[src/rtl/sisc_pkg.sv]
// sisc_pkg: encodings and bus widths shared by the SISC blocks (rf/alu/pc/mem arbiter).
// Contents: default address/data widths, memory arbiter state encoding and
//           access owner encoding.
package sisc_pkg;

  localparam int SISC_ADDR_W = 16;
  localparam int SISC_DATA_W = 32;

  typedef enum logic [1:0] {
    ARB_IDLE   = 2'd0,
    ARB_ACCESS = 2'd1,
    ARB_RESP   = 2'd2
  } arb_state_e;

  typedef enum logic {
    OWN_F = 1'b0,
    OWN_D = 1'b1
  } arb_owner_e;

endpackage

[src/rtl/sisc_mem_arbiter_if.sv]
// sisc_mem_arbiter_if: requester and memory-macro signals around the memory arbiter.
// Ports: fetch req/addr, data req/we/addr/wdata, mem_rdata in; mem_addr/we/wdata,
//        f_ack/d_ack, rdata, busy out. slave = arbiter side, master = requester/memory side.
interface sisc_mem_arbiter_if #(
  parameter int ADDR_W = sisc_pkg::SISC_ADDR_W,
  parameter int DATA_W = sisc_pkg::SISC_DATA_W
);
  logic              f_req;
  logic [ADDR_W-1:0] f_addr;
  logic              d_req;
  logic              d_we;
  logic [ADDR_W-1:0] d_addr;
  logic [DATA_W-1:0] d_wdata;
  logic [DATA_W-1:0] mem_rdata;
  logic [ADDR_W-1:0] mem_addr;
  logic              mem_we;
  logic [DATA_W-1:0] mem_wdata;
  logic              f_ack;
  logic              d_ack;
  logic [DATA_W-1:0] rdata;
  logic              busy;

  modport slave (
    input  f_req, f_addr, d_req, d_we, d_addr, d_wdata, mem_rdata,
    output mem_addr, mem_we, mem_wdata, f_ack, d_ack, rdata, busy
  );

  modport master (
    output f_req, f_addr, d_req, d_we, d_addr, d_wdata, mem_rdata,
    input  mem_addr, mem_we, mem_wdata, f_ack, d_ack, rdata, busy
  );
endinterface

[src/rtl/sisc_arb_pick.sv]
// sisc_arb_pick: combinational winner select between fetch and data requesters.
// Ports: f_req, d_req, burst (consecutive data grants seen while fetch waited) in;
//        grant (any request), owner (winner) out.
module sisc_arb_pick
  import sisc_pkg::*;
#(
  parameter int D_BURST = 3,
  parameter int BURST_W = $clog2(D_BURST + 1)
) (
  input  logic               f_req,
  input  logic               d_req,
  input  logic [BURST_W-1:0] burst,
  output logic               grant,
  output arb_owner_e         owner
);

  // Data normally wins; a fetch that has watched D_BURST data grants goes first.
  always_comb begin
    grant = f_req | d_req;
    owner = OWN_D;
    if (f_req && (!d_req || burst == BURST_W'(D_BURST))) begin
      owner = OWN_F;
    end
  end

endmodule

[src/rtl/sisc_mem_arbiter.sv]
// sisc_mem_arbiter: shares the single-ported main memory between instruction fetch and data access.
// Ports: clk, rst_f (async, active-low), bus (slave modport: requests in, memory strobes,
//        acks, registered rdata and busy out). Each access: IDLE grant, MEM_LAT ACCESS cycles, RESP ack.
module sisc_mem_arbiter
  import sisc_pkg::*;
#(
  parameter int ADDR_W  = SISC_ADDR_W,
  parameter int DATA_W  = SISC_DATA_W,
  parameter int MEM_LAT = 2,
  parameter int D_BURST = 3
) (
  input  logic                clk,
  input  logic                rst_f,
  sisc_mem_arbiter_if.slave   bus
);

  localparam int WAIT_W  = $clog2(MEM_LAT + 1);
  localparam int BURST_W = $clog2(D_BURST + 1);

  arb_state_e         state;
  arb_state_e         state_nxt;
  arb_owner_e         own_q;
  logic               we_q;
  logic [ADDR_W-1:0]  addr_q;
  logic [DATA_W-1:0]  wdata_q;
  logic [DATA_W-1:0]  rdata_q;
  logic [WAIT_W-1:0]  wait_q;
  logic [BURST_W-1:0] burst_q;

  logic               grant;
  arb_owner_e         pick_own;

  logic [ADDR_W-1:0]  mem_addr;
  logic               mem_we;
  logic [DATA_W-1:0]  mem_wdata;
  logic               f_ack;
  logic               d_ack;

  sisc_arb_pick #(
    .D_BURST (D_BURST),
    .BURST_W (BURST_W)
  ) u_pick (
    .f_req (bus.f_req),
    .d_req (bus.d_req),
    .burst (burst_q),
    .grant (grant),
    .owner (pick_own)
  );

  always_ff @(posedge clk or negedge rst_f) begin
    if (!rst_f) begin
      state <= ARB_IDLE;
    end else begin
      state <= state_nxt;
    end
  end

  always_ff @(posedge clk or negedge rst_f) begin
    if (!rst_f) begin
      own_q   <= OWN_F;
      we_q    <= 1'b0;
      addr_q  <= '0;
      wdata_q <= '0;
      rdata_q <= '0;
      wait_q  <= '0;
      burst_q <= '0;
    end else begin
      case (state)
        ARB_IDLE: begin
          if (grant) begin
            own_q  <= pick_own;
            wait_q <= WAIT_W'(1);
            if (pick_own == OWN_D) begin
              addr_q  <= bus.d_addr;
              we_q    <= bus.d_we;
              wdata_q <= bus.d_wdata;
            end else begin
              addr_q  <= bus.f_addr;
              we_q    <= 1'b0;
              wdata_q <= '0;
            end
          end
          // Count data grants only while a fetch is waiting; any fetch grant or
          // an IDLE cycle without fetch request restarts the count.
          if (!bus.f_req || pick_own == OWN_F) begin
            burst_q <= '0;
          end else if (burst_q != BURST_W'(D_BURST)) begin
            burst_q <= burst_q + 1'b1;
          end
        end
        ARB_ACCESS: begin
          if (wait_q != WAIT_W'(MEM_LAT)) begin
            wait_q <= wait_q + 1'b1;
          end
        end
        ARB_RESP: begin
          // rdata becomes visible on the edge that closes the ack cycle.
          if (!we_q) begin
            rdata_q <= bus.mem_rdata;
          end
        end
        default: ;
      endcase
    end
  end

  always_comb begin
    state_nxt = state;
    mem_addr  = '0;
    mem_we    = 1'b0;
    mem_wdata = '0;
    f_ack     = 1'b0;
    d_ack     = 1'b0;
    case (state)
      ARB_IDLE: begin
        if (grant) begin
          state_nxt = ARB_ACCESS;
        end
      end
      ARB_ACCESS: begin
        mem_addr  = addr_q;
        mem_wdata = wdata_q;
        // Strobe only on the first ACCESS cycle so a store writes exactly once.
        mem_we    = we_q && (wait_q == WAIT_W'(1));
        if (wait_q == WAIT_W'(MEM_LAT)) begin
          state_nxt = ARB_RESP;
        end
      end
      ARB_RESP: begin
        mem_addr  = addr_q;
        mem_wdata = wdata_q;
        f_ack     = (own_q == OWN_F);
        d_ack     = (own_q == OWN_D);
        state_nxt = ARB_IDLE;
      end
      default: begin
        state_nxt = ARB_IDLE;
      end
    endcase
  end

  assign bus.mem_addr  = mem_addr;
  assign bus.mem_we    = mem_we;
  assign bus.mem_wdata = mem_wdata;
  assign bus.f_ack     = f_ack;
  assign bus.d_ack     = d_ack;
  assign bus.rdata     = rdata_q;
  assign bus.busy      = (state != ARB_IDLE);

endmodule

[src/flat_wrapper.sv]
// flat-port wrapper written by rule: the top's interface ports become plain ports
module sisc_mem_arbiter_flat import sisc_pkg::*;
#(
  parameter int ADDR_W  = SISC_ADDR_W,
  parameter int DATA_W  = SISC_DATA_W,
  parameter int MEM_LAT = 2,
  parameter int D_BURST = 3
)
  (clk, rst_f, bus_f_req, bus_f_addr, bus_d_req, bus_d_we, bus_d_addr, bus_d_wdata, bus_mem_rdata, bus_mem_addr, bus_mem_we, bus_mem_wdata, bus_f_ack, bus_d_ack, bus_rdata, bus_busy);
  sisc_mem_arbiter_if #(.ADDR_W(ADDR_W), .DATA_W(DATA_W)) bus_i ();
  input  logic clk;
  input  logic rst_f;
  input wire logic [$bits(bus_i.f_req)-1:0] bus_f_req;
  input wire logic [$bits(bus_i.f_addr)-1:0] bus_f_addr;
  input wire logic [$bits(bus_i.d_req)-1:0] bus_d_req;
  input wire logic [$bits(bus_i.d_we)-1:0] bus_d_we;
  input wire logic [$bits(bus_i.d_addr)-1:0] bus_d_addr;
  input wire logic [$bits(bus_i.d_wdata)-1:0] bus_d_wdata;
  input wire logic [$bits(bus_i.mem_rdata)-1:0] bus_mem_rdata;
  output wire logic [$bits(bus_i.mem_addr)-1:0] bus_mem_addr;
  output wire logic [$bits(bus_i.mem_we)-1:0] bus_mem_we;
  output wire logic [$bits(bus_i.mem_wdata)-1:0] bus_mem_wdata;
  output wire logic [$bits(bus_i.f_ack)-1:0] bus_f_ack;
  output wire logic [$bits(bus_i.d_ack)-1:0] bus_d_ack;
  output wire logic [$bits(bus_i.rdata)-1:0] bus_rdata;
  output wire logic [$bits(bus_i.busy)-1:0] bus_busy;
  assign bus_i.f_req = bus_f_req;
  assign bus_i.f_addr = bus_f_addr;
  assign bus_i.d_req = bus_d_req;
  assign bus_i.d_we = bus_d_we;
  assign bus_i.d_addr = bus_d_addr;
  assign bus_i.d_wdata = bus_d_wdata;
  assign bus_i.mem_rdata = bus_mem_rdata;
  assign bus_mem_addr = bus_i.mem_addr;
  assign bus_mem_we = bus_i.mem_we;
  assign bus_mem_wdata = bus_i.mem_wdata;
  assign bus_f_ack = bus_i.f_ack;
  assign bus_d_ack = bus_i.d_ack;
  assign bus_rdata = bus_i.rdata;
  assign bus_busy = bus_i.busy;
  sisc_mem_arbiter #(.ADDR_W(ADDR_W), .DATA_W(DATA_W), .MEM_LAT(MEM_LAT), .D_BURST(D_BURST)) u_core (.clk(clk), .rst_f(rst_f), .bus(bus_i));
endmodule
[config.mk]
export PLATFORM = sky130hd
export DESIGN_NAME = sisc_mem_arbiter_flat
export DESIGN_NICKNAME = d
export VERILOG_FILES = /design/src/rtl/sisc_pkg.sv /design/src/rtl/sisc_mem_arbiter_if.sv /design/src/rtl/sisc_arb_pick.sv /design/src/rtl/sisc_mem_arbiter.sv /design/src/flat_wrapper.sv
export SDC_FILE = /design/constraint.sdc
export NUM_CORES = 1
export LEC_CHECK = 0
export ABC_AREA = 1
export CELL_PAD_IN_SITES_DETAIL_PLACEMENT = 1
export CELL_PAD_IN_SITES_GLOBAL_PLACEMENT = 1
export CORE_MARGIN = 3
export CORE_UTILIZATION = 32
export DETAILED_ROUTE_END_ITERATION = 16
export PLACE_DENSITY = 0.89
export SLEW_MARGIN = 30
export SYNTH_ARGS = -nofsm -noshare
export SYNTH_HDL_FRONTEND = slang
export SYNTH_SLANG_ARGS = --single-unit
[constraint.sdc]
create_clock -name clk -period 2.8 [get_ports clk]
set_input_delay 0.42 -clock clk [delete_from_list [all_inputs] [get_ports clk]]
set_output_delay 0.42 -clock clk [all_outputs]
set_load 0.1 [all_outputs]
==> results_dict.tcl <==
set metrics [dict create \
    grt_antenna_before_repair 0 \
    crit_type "reg2out" \
    die_area_um2 14800 \
    slew_headroom_pct 41.6 \
    io_pins 185 \
    drive_gt1_share_pct 15.2 \
    layout_common_cells "nand2_1 (244), nand3_1 (103), clkdlybuf4s50_1 (99), inv_1 (93), dfrtp_1 (88)" \
    initial_core_util_pct 33.3 \
    routed_wl_mm 15.2 \
    gp_congestion 0.769 \
    synthCells 581 \
    start_kind "register" \
    clock_latency_ns 0.33 \
    crit_path_max_fanout 48 \
    maxCapViolations 0 \
    end_kind "output pin" \
    cts_tree "done" \
    drt-initial-drc-count 314 \
    stdcell_count 928 \
    setup_viol 0 \
    worst_slew_pin_slew_ns 0.876 \
    async_reset_ff_share_pct 100 \
    rsz0062_at_grt "false" \
    gr-total-overflow 0 \
    fin_crit_sh_pct 89.1 \
    dp.cells 912 \
    grt_pass1_wl_mm 24.7 \
    hold_violations 0 \
    ys_types 15 \
    row_count 41 \
    htree_levels 3 \
    cts_buffers 9 \
    cts_num_sinks 88 \
    synth-edff-count 0 \
    post-place-ws_ns 0.646 \
    clock_skew_ns 0.00778 \
    drc 0 \
    synth-seq-area-share_pct 51.3 \
    hp-class "in2async" \
    grt_max_degree 59 \
    die_w_um 122 \
    cts_setup_buffers 0 \
    slew_viol_final 0 \
    synth.yosys.warnings 0 \
    synth_area_um2 4290 \
    num_antenna_cells 0 \
    cts_root_buf "clkbuf_16" \
    fin_tns_setup_ns 0 \
    track_usage_pct 20.8 \
    place_hpwl_mm 11.3 \
    fillers 1501 \
    synth_area_leaders "dfrtp_1 (51%), nand2_1 (22%), nand3_1 (12%), inv_1 (8.1%), buf_2 (2.4%)" \
    syn2layout_area_growth_pct 64.1 \
    final_common_cell "nand2_1" \
    clkTransAtPathRegs_ns 0.07 \
    synth_top_cell_area_share_pct 51.3 \
    critPathArrivalTime_ns 2.08 \
    vias 4403 \
    die_y_um 122 \
    cts_max_path_buffers 2 \
    synth.largest_area_cell "dfrtp_1" \
    portBuffers 184 \
    grt_pass1_vias 4813 \
    synth-main-ff-cell "dfrtp_1" \
    dr.pass1.iters 4 \
    syn_nets 689 \
    fin_crit_ns 2.50 \
    worst_slack_ns 0.305 \
    ys_ff_latch 88 \
    cts_resized 0 \
    viasPerCell 4.74 \
    drtAntennaViolNets 0 \
    max_freq_mhz 401 \
    avgSynthCellArea_um2 7.39 \
    cts_hold_buf 0 \
    status "completed" \
    avgRoutedWirePerCell_um 16.4 \
    core_area_um2 12900 \
    fin_nets 859 \
    cp_data_required_time_ns 2.38 \
]
-- layer usage --
layer	track usage, %	share of wire [%]	up-vias
met4	6.65	1.8	0
met3	4.87	6.9	20
met1	24.0	38	2162
li1	-	-	2076
met2	38.1	53	145
met5	0	0	-
-- worst paths after layout --
check                                            startpoint                                to  slack [ns]  cells after the start
max reg2reg                     u_core.state[1]$_DFFE_PN0P_    u_core.wdata_q[26]$_DFFE_PN0P_        0.92                      7
max                             u_core.state[1]$_DFFE_PN0P_                  bus_mem_addr[15]        0.30                      6
min reg2reg                u_core.bus.rdata[29]$_DFFE_PN0P_  u_core.bus.rdata[29]$_DFFE_PN0P_        0.48                      2
max in group asynchronous                             rst_f    u_core.wdata_q[25]$_DFFE_PN0P_        1.98                      2
min in group clk           u_core.bus.rdata[29]$_DFFE_PN0P_  u_core.bus.rdata[29]$_DFFE_PN0P_        0.48                      2
min                                                   rst_f  u_core.bus.rdata[11]$_DFFE_PN0P_        0.15                      1
-- cell families (layout without fill, tap and decap cells) --
logic type / Yosys count / after routing / synth area share (%)
compound gates: 4 / 4 / 0.729
flops: 88 / 88 / 51.3
simple gates: 353 / 353 / 33.9
fa+ha+maj: 7 / 7 / 2.04
buf+inv: 129 / 304 / 12.0
-- flip-flops by register name, summed over array words and instances (netlist names) --
signal / flops
u_core.own_q: 1
u_core.wait_q: 2
u_core.burst_q: 2
u_core.addr_q: 16
u_core.state: 2
u_core.bus.rdata: 32
u_core.we_q: 1
u_core.wdata_q: 32
-- synth_stat cells (2+ instances only) --
library cell	instances
buf_1	4
buf_2	21
clkbuf_1	7
dfrtp_1	88
ha_1	7
inv_1	93
inv_2	2
nand2_1	246
nand3_1	103
nor2_1	3
o21ai_0	3
-- critical path: stages (launching register included) --
cell and delay (ns):
dfrtp_1 0.40, inv_1 0.10, ha_2 0.32, buf_4 0.46, nand2_1 0.14, inv_1 0.13
buf_12 0.18
-- final cells by class --
type	count	area [um2]	share of cell area [%]
clock buffer	10	239	3.39
tap	172	215	3.06
inverter	96	360	5.12
clock inverter	6	92.6	1.31
sequential	88	2200	31.3
multi-input combinational	364	1580	22.5
timing repair buffer	192	2350	33.4
-- through the flow --
stage / instance area, um2 / utilization [%] / hold WS [ns]
2_1_floorplan: 4290 / - / 0.124
3_3_place_gp: 6710 / 52.1 / 0.455
3_5_place_dp: 6710 / 52.1 / 0.462
4_1_cts: 7040 / 54.7 / 0.192
5_1_grt: 7040 / 54.7 / 0.206
6_report: 7040 / 54.7 / 0.153
Power is not shown: default switching activity piles up to over one toggle a cycle in this logic, so the estimate is an artifact.
